`src/rtl/mul_wb_pkg.sv`:
```
// Package: mul_wb_pkg
// Shared definitions for the multiplier writeback slice.
//   REG_AW     : register-file address width
//   NREGS      : number of architectural registers
//   XLEN       : writeback data width (product width of mult_pipe)
//   wb_entry_t : one queued writeback {destination register, data}
//   rd_onehot  : decode a destination register into a 1-hot register mask
package mul_wb_pkg;

  localparam int REG_AW = 5;
  localparam int NREGS  = 32;
  localparam int XLEN   = 64;

  typedef struct packed {
    logic [REG_AW-1:0] rd;
    logic [XLEN-1:0]   data;
  } wb_entry_t;

  // Turns a destination register number into its bit in a register mask
  function automatic logic [NREGS-1:0] rd_onehot(input logic [REG_AW-1:0] rd);
    logic [NREGS-1:0] oh;
    oh     = '0;
    oh[rd] = 1'b1;
    return oh;
  endfunction

endpackage

```
`src/rtl/mul_wb_fifo.sv`:
```
// Module: mul_wb_fifo
// Circular buffer holding multiplier products until they win the write port.
// Ports:
//   clk, rst    : clock, synchronous active-low reset
//   push        : request to enqueue push_entry (taken when not full, or when
//                 a pop happens in the same cycle)
//   push_entry  : {rd, data} to enqueue
//   pop         : dequeue head (ignored when empty)
//   head        : oldest entry
//   full, empty : occupancy flags
//   count       : number of stored entries
//   rd_vec      : destination register held in each storage slot
//   valid_vec   : which storage slots currently hold a live entry
module mul_wb_fifo
  import mul_wb_pkg::*;
#(
  parameter int DEPTH = 4
) (
  input  logic                          clk,
  input  logic                          rst,
  input  logic                          push,
  input  wb_entry_t                     push_entry,
  input  logic                          pop,
  output wb_entry_t                     head,
  output logic                          full,
  output logic                          empty,
  output logic [$clog2(DEPTH):0]        count,
  output logic [DEPTH-1:0][REG_AW-1:0]  rd_vec,
  output logic [DEPTH-1:0]              valid_vec
);

  localparam int PW = $clog2(DEPTH);
  localparam int CW = PW + 1;

  wb_entry_t      mem [DEPTH];
  logic [PW-1:0]  wr_ptr;
  logic [PW-1:0]  rd_ptr;
  logic           push_ok;
  logic           pop_ok;
  logic [PW-1:0]  offs;

  assign full    = (count == CW'(DEPTH));
  assign empty   = (count == '0);
  assign pop_ok  = pop && !empty;
  // A full buffer can still take a push when the head leaves in the same cycle
  assign push_ok = push && (!full || pop_ok);
  assign head    = mem[rd_ptr];

  // Pointer and occupancy bookkeeping; pointers wrap naturally since DEPTH is a power of 2
  always_ff @(posedge clk) begin
    if (!rst) begin
      wr_ptr <= '0;
      rd_ptr <= '0;
      count  <= '0;
    end else begin
      if (push_ok) wr_ptr <= wr_ptr + PW'(1);
      if (pop_ok)  rd_ptr <= rd_ptr + PW'(1);
      case ({push_ok, pop_ok})
        2'b10:   count <= count + CW'(1);
        2'b01:   count <= count - CW'(1);
        default: count <= count;
      endcase
    end
  end

  // Storage needs no reset: slot liveness comes from the pointers alone
  always_ff @(posedge clk) begin
    if (push_ok) mem[wr_ptr] <= push_entry;
  end

  // A slot is live when its distance from the read pointer is below the occupancy
  always_comb begin
    offs      = '0;
    rd_vec    = '0;
    valid_vec = '0;
    for (int i = 0; i < DEPTH; i++) begin
      offs         = PW'(i) - rd_ptr;
      rd_vec[i]    = mem[i].rd;
      valid_vec[i] = ({1'b0, offs} < count);
    end
  end

endmodule

```
`src/rtl/mul_wb_arb.sv`:
```
// Module: mul_wb_arb
// Writeback stage behind the pipelined multiplier. Products are queued and
// share the single register-file write port with ALU results; the queue wins
// whenever the ALU is idle or after STARVE_MAX consecutive ALU wins.
// Ports:
//   clk, rst              : clock, synchronous active-low reset
//   mul_valid/data/rd     : product from the multiplier (cannot be stalled)
//   alu_valid/data/rd     : ALU result offered this cycle
//   alu_ready             : ALU result accepted this cycle (combinational)
//   Wctl, W, WD           : registered register-file write enable/address/data
//   almost_full           : occupancy >= DEPTH-LAT, issue logic must hold start
//   count                 : queue occupancy
//   overflow              : sticky, a product was dropped on a full queue
//   pend_mask             : registers with a write still outstanding
module mul_wb_arb
  import mul_wb_pkg::*;
#(
  parameter int WIDTH      = 32,
  parameter int DEPTH      = 4,
  parameter int LAT        = 2,
  parameter int STARVE_MAX = 3
) (
  input  logic                     clk,
  input  logic                     rst,
  input  logic                     mul_valid,
  input  logic [2*WIDTH-1:0]       mul_data,
  input  logic [REG_AW-1:0]        mul_rd,
  input  logic                     alu_valid,
  input  logic [2*WIDTH-1:0]       alu_data,
  input  logic [REG_AW-1:0]        alu_rd,
  output logic                     alu_ready,
  output logic                     Wctl,
  output logic [REG_AW-1:0]        W,
  output logic [2*WIDTH-1:0]       WD,
  output logic                     almost_full,
  output logic [$clog2(DEPTH):0]   count,
  output logic                     overflow,
  output logic [NREGS-1:0]         pend_mask
);

  localparam int CW = $clog2(DEPTH) + 1;
  localparam int SW = $clog2(STARVE_MAX + 1);

  wb_entry_t                   push_entry;
  wb_entry_t                   head;
  logic                        fifo_full;
  logic                        fifo_empty;
  logic [CW-1:0]               fifo_count;
  logic [DEPTH-1:0][REG_AW-1:0] rd_vec;
  logic [DEPTH-1:0]            valid_vec;
  logic                        q_win;
  logic                        alu_win;
  logic                        drop;
  logic [SW-1:0]               starve_cnt;

  assign push_entry = '{rd: mul_rd, data: mul_data};

  mul_wb_fifo #(
    .DEPTH (DEPTH)
  ) u_fifo (
    .clk        (clk),
    .rst        (rst),
    .push       (mul_valid),
    .push_entry (push_entry),
    .pop        (q_win),
    .head       (head),
    .full       (fifo_full),
    .empty      (fifo_empty),
    .count      (fifo_count),
    .rd_vec     (rd_vec),
    .valid_vec  (valid_vec)
  );

  // The queue takes the port when the ALU is idle or has starved it long enough
  always_comb begin
    q_win   = !fifo_empty && (!alu_valid || (starve_cnt == SW'(STARVE_MAX)));
    alu_win = alu_valid && !q_win;
    drop    = mul_valid && fifo_full && !q_win;
  end

  assign alu_ready   = !q_win;
  assign count       = fifo_count;
  assign almost_full = (fifo_count >= CW'(DEPTH - LAT));

  // Output register: winners with rd==0 are consumed without a write and W/WD hold
  always_ff @(posedge clk) begin
    if (!rst) begin
      Wctl     <= 1'b0;
      W        <= '0;
      WD       <= '0;
      overflow <= 1'b0;
    end else begin
      if (q_win) begin
        Wctl <= (head.rd != '0);
        if (head.rd != '0) begin
          W  <= head.rd;
          WD <= head.data;
        end
      end else if (alu_win) begin
        Wctl <= (alu_rd != '0);
        if (alu_rd != '0) begin
          W  <= alu_rd;
          WD <= alu_data;
        end
      end else begin
        Wctl <= 1'b0;
      end
      if (drop) overflow <= 1'b1;
    end
  end

  // Counts ALU wins that bypass a waiting product; any other cycle resets it
  always_ff @(posedge clk) begin
    if (!rst) begin
      starve_cnt <= '0;
    end else if (alu_win && !fifo_empty) begin
      if (starve_cnt != SW'(STARVE_MAX)) starve_cnt <= starve_cnt + SW'(1);
    end else begin
      starve_cnt <= '0;
    end
  end

  // Register x0 is never a real hazard, so its bit is forced low
  always_comb begin
    pend_mask = '0;
    for (int i = 0; i < DEPTH; i++) begin
      if (valid_vec[i]) pend_mask = pend_mask | rd_onehot(rd_vec[i]);
    end
    if (Wctl) pend_mask = pend_mask | rd_onehot(W);
    pend_mask[0] = 1'b0;
  end

endmodule

```
`config.mk`:
```
export PLATFORM = sky130hd
export DESIGN_NAME = mul_wb_arb
export DESIGN_NICKNAME = d
export VERILOG_FILES = /design/src/rtl/mul_wb_pkg.sv /design/src/rtl/mul_wb_fifo.sv /design/src/rtl/mul_wb_arb.sv
export SDC_FILE = /design/constraint.sdc
export NUM_CORES = 1
export LEC_CHECK = 0
export CORE_UTILIZATION = 47
export DETAILED_ROUTE_END_ITERATION = 12
export HOLD_SLACK_MARGIN = 0.1
export PLACE_DENSITY = 0.74
export REMOVE_ABC_BUFFERS = 1
export SETUP_SLACK_MARGIN = 0.15
export SLEW_MARGIN = 20
export SYNTH_ARGS = -nofsm -noshare
export SYNTH_HDL_FRONTEND = slang
export SYNTH_SLANG_ARGS = --single-unit
export TNS_END_PERCENT = 30
```
`constraint.sdc`:
```
create_clock -name clk -period 3.1 [get_ports clk]
set_clock_uncertainty 0.1 [all_clocks]
set_input_delay 0.62 -clock clk [delete_from_list [all_inputs] [get_ports clk]]
set_output_delay 0.62 -clock clk [all_outputs]
set_load 0.02 [all_outputs]
```
==> flow_summary.yaml <==
logic_synthesis:
  async_flop_share: 0
  yosys_warnings: 0
  synth_top_flop_cell: "edfxtp_1"
  synth_area_leader_cell: "edfxtp_1"
  synth-edff-count: 276
  synth_seq_cells: 358
  ys_types: 59
  yosys.area_share.simple: 0.107
  synth.area.top_cells: "edfxtp_1 50%, dfxtp_1 10%, mux4_2 9.5%"
  synthesis.area_um2: 16400
  yosysMostFrequentCell: "edfxtp_1"
  synthXorXnorAreaFrac: 0.00320
  synth_compound_area_frac: 0.147
  synthCells: 1264
  synth-seq-area-share: 0.605
  synth.mux.area_fraction: 0.0946
  syn_avg_cell_area_um2: 13.0
  synth.top_cell.area_share: 0.505
  synth_top_cells_by_count: "276 x edfxtp_1, 135 x o21ai_0, 92 x nand2_1"
  yosys.area_share.adder: 0.00884
  synth_top_family_by_area: "compound AO/OA/AOI/OAI gates"
floorplan:
  rows: 68
  dieArea_um2: 35700
  die_y_um: 189
  die_w_um: 189
  start_util: 0.477
  core_area_um2: 34500
  io_pins: 250
worst_hold_path:
  hold_path.class: "reg2reg"
  min_to: "starve_cnt[0]"
  hp-start: "starve_cnt[0]"
  hold_depth: 1
global_routing:
  grt_start_max_net_pins: 71
  grt_pass1_vias: 12614
  grt_pass1_wl_um: 74000
  grt_usage: 0.272
  overflow: 0
  antenna_found_initial: 12
clock_tree:
  cts-buffers-inserted: 37
  clock_sinks: 358
  cts.htree.levels: 2
  cts_tree: "built"
  hold_buffers: 0
  clock_path_buffers: 3
  cts_root_buf: "clkbuf_16"
  clk_latency_ns: 0.51
  clk_pin_slew_ns: 0.06
layout:
  nets: 1696
  seq_area_um2: 9940
  drive_above_1_share: 0.242
  nFillCells: 2676
  final_util: 0.621
  layout-area-overhead-vs-synth_pct: 30.3
  multi_input_area_um2: 6270
  fin_cells: 2030
sta:
  fin_ws_ns: -0.180
  post-route-period-util: 1.06
  hold_violations: 0
  hold_ws_ns: 0.343
  slew_headroom: 0.445
  rsz0062_at_grt: "true"
  fmax_mhz: 305
  finalMaxSlewViolations: 0
  tightest_slew_ns: 0.832
  setup_viol: 31
  period_needed_ns: 3.28
routing:
  ant_nets: 0
  post_drt_wl_per_cell_um: 24.2
  vias: 12546
  via_per_inst: 6.18
  first_iter_violations: 1140
  drt-total-wl_um: 49100
  drt-pass1-iter-count: 5
  drc: 0
outcome:
  violations: "setup timing"
  status: "complete, but fails checks"
power_and_ir_drop:
  ir_drop_mv: 0.542
  p_per_area_nw_per_um2: 803
  finalPower_mw: 17.2
  leakage_nw: 7.05
place:
  place_inst: 1950
  numPortBuffers: 248
  dpl.hpwl_um: 32400
  place.gp.congestion: 0.988
critical_path:
  crit_fanout: 4
  cp_data_required_time_ns: 2.38
  r2r_setup_slack_ns: 0.47
  r2r_start: "u_fifo.mem[0][68]"
  crit-reg2reg-capture: "WD[14]"
  cp-end-kind: "primary output"
  path_class: "reg2out"
  cp-start-kind: "register"
  startpoint: "u_fifo.rd_ptr[1]"
  crit_arrival_ns: 2.56
  reg2reg_depth: 6
job:
  maxCapViolCount: 0
-- through the flow --
stage	setup TNS [ns]	area, µm²	worst slack [ns]
after CTS	-3.58	21300	-0.195
after global routing	-6.08	21400	-0.248
after global placement	-3.24	19900	-0.169
after detailed placement	-4.39	19900	-0.253
after floorplan	-325.47	15900	-4.32
final	-3.45	21400	-0.180
-- where the power goes --
| group | total, mW | internal (mW) | switching (mW) | leakage, nW |
|---|---|---|---|---|
| logic | 6.52 | 2.90 | 3.61 | 3.24 |
| clock network | 4.34 | 2.57 | 1.76 | 0.588 |
| registers | 6.33 | 5.91 | 0.426 | 3.22 |
-- how the worst max path moves through the flow --
stage / endpoint / slack (ns) / cells past startpoint
5_1_grt: pend_mask[15] / -0.25 / 10
6_report: pend_mask[1] / -0.18 / 9
3_3_place_gp: pend_mask[20] / -0.17 / 9
4_1_cts: pend_mask[29] / -0.19 / 9
3_5_place_dp: pend_mask[14] / -0.25 / 8
2_1_floorplan: W[2] / -4.32 / 5
-- kinds of logic (layout without fill, tap and decap cells) --
family                     after synthesis  after routing
AOI/OAI and AO/OA                      364            364
xor gates and xnor gates                 6              6
adders and majority gates               11             11
buffers and inverters                  124            432
DFF                                    358            358
muxes                                   69             69
other                                    1              4
and+or+nand+nor                        331            331
-- metal layers --
metal,up-vias,share of wire,global-route usage
li1,5588,-,-
met1,6275,0.41,0.368
met2,558,0.48,0.438
met3,109,0.081,0.0612
met4,16,0.028,0.0878
met5,-,0.0021,0
-- layout by cell type, fill, tap and decap left out, drive strengths merged, types with 4 or more instances in the layout --
| cell | count |
|---|---|
| a211oi | 66 |
| nor2b | 11 |
| or3 | 27 |
| dfxtp | 82 |
| nor3 | 19 |
| o211ai | 7 |
| a32oi | 5 |
| or2 | 7 |
| a21oi | 9 |
| o2111ai | 5 |
| nand2b | 18 |
| nand2 | 92 |
| nand3 | 18 |
| nand4 | 66 |
| inv | 17 |
| nor2 | 38 |
| buf | 132 |
| o22ai | 32 |
| edfxtp | 276 |
| or4 | 5 |
| nor4 | 12 |
| and3 | 4 |
| nand3b | 6 |
| clkbuf | 55 |
| ha | 10 |
| clkinv | 10 |
| mux4 | 69 |
| clkdlybuf4s50 | 215 |
| o21ai | 213 |
| xnor2 | 4 |
-- critical path: stages, from the launching register on --
cell,delay [ns]
dfxtp_4,0.36
xnor2_2,0.13
buf_4,0.14
ha_4,0.26
a21o_1,0.17
a21boi_1,0.08
buf_4,0.16
a32o_2,0.27
or3_4,0.33
buf_6,0.14
-- what timing repair did --
action | CTS | global route
setup endpoints to repair | 32 | 31
setup buffers | 5 | 3
gates resized for setup | 194 | 22
pin swaps | 19 | 10
cloned | 1 | 0
-- flip-flops by register name (all words and copies together), names as in the netlist, named ones only --
name           cells
overflow           1
W                  5
starve_cnt         2
Wctl               1
u_fifo.mem       276
u_fifo.wr_ptr      2
WD                64
u_fifo.rd_ptr      2
u_fifo.count       3
-- final cells by class --
| class | instances | share of cell area |
|---|---|---|
| multi-input combinational | 782 | 0.293 |
| timing repair buffer | 348 | 0.157 |
| clock inverter | 13 | 0.00538 |
| antenna | 3 | 0.000351 |
| clock buffer | 55 | 0.0503 |
| tap | 455 | 0.0266 |
| inverter | 16 | 0.00281 |
| sequential | 358 | 0.465 |
No activity file was read; power rests on OpenSTA's default activity.
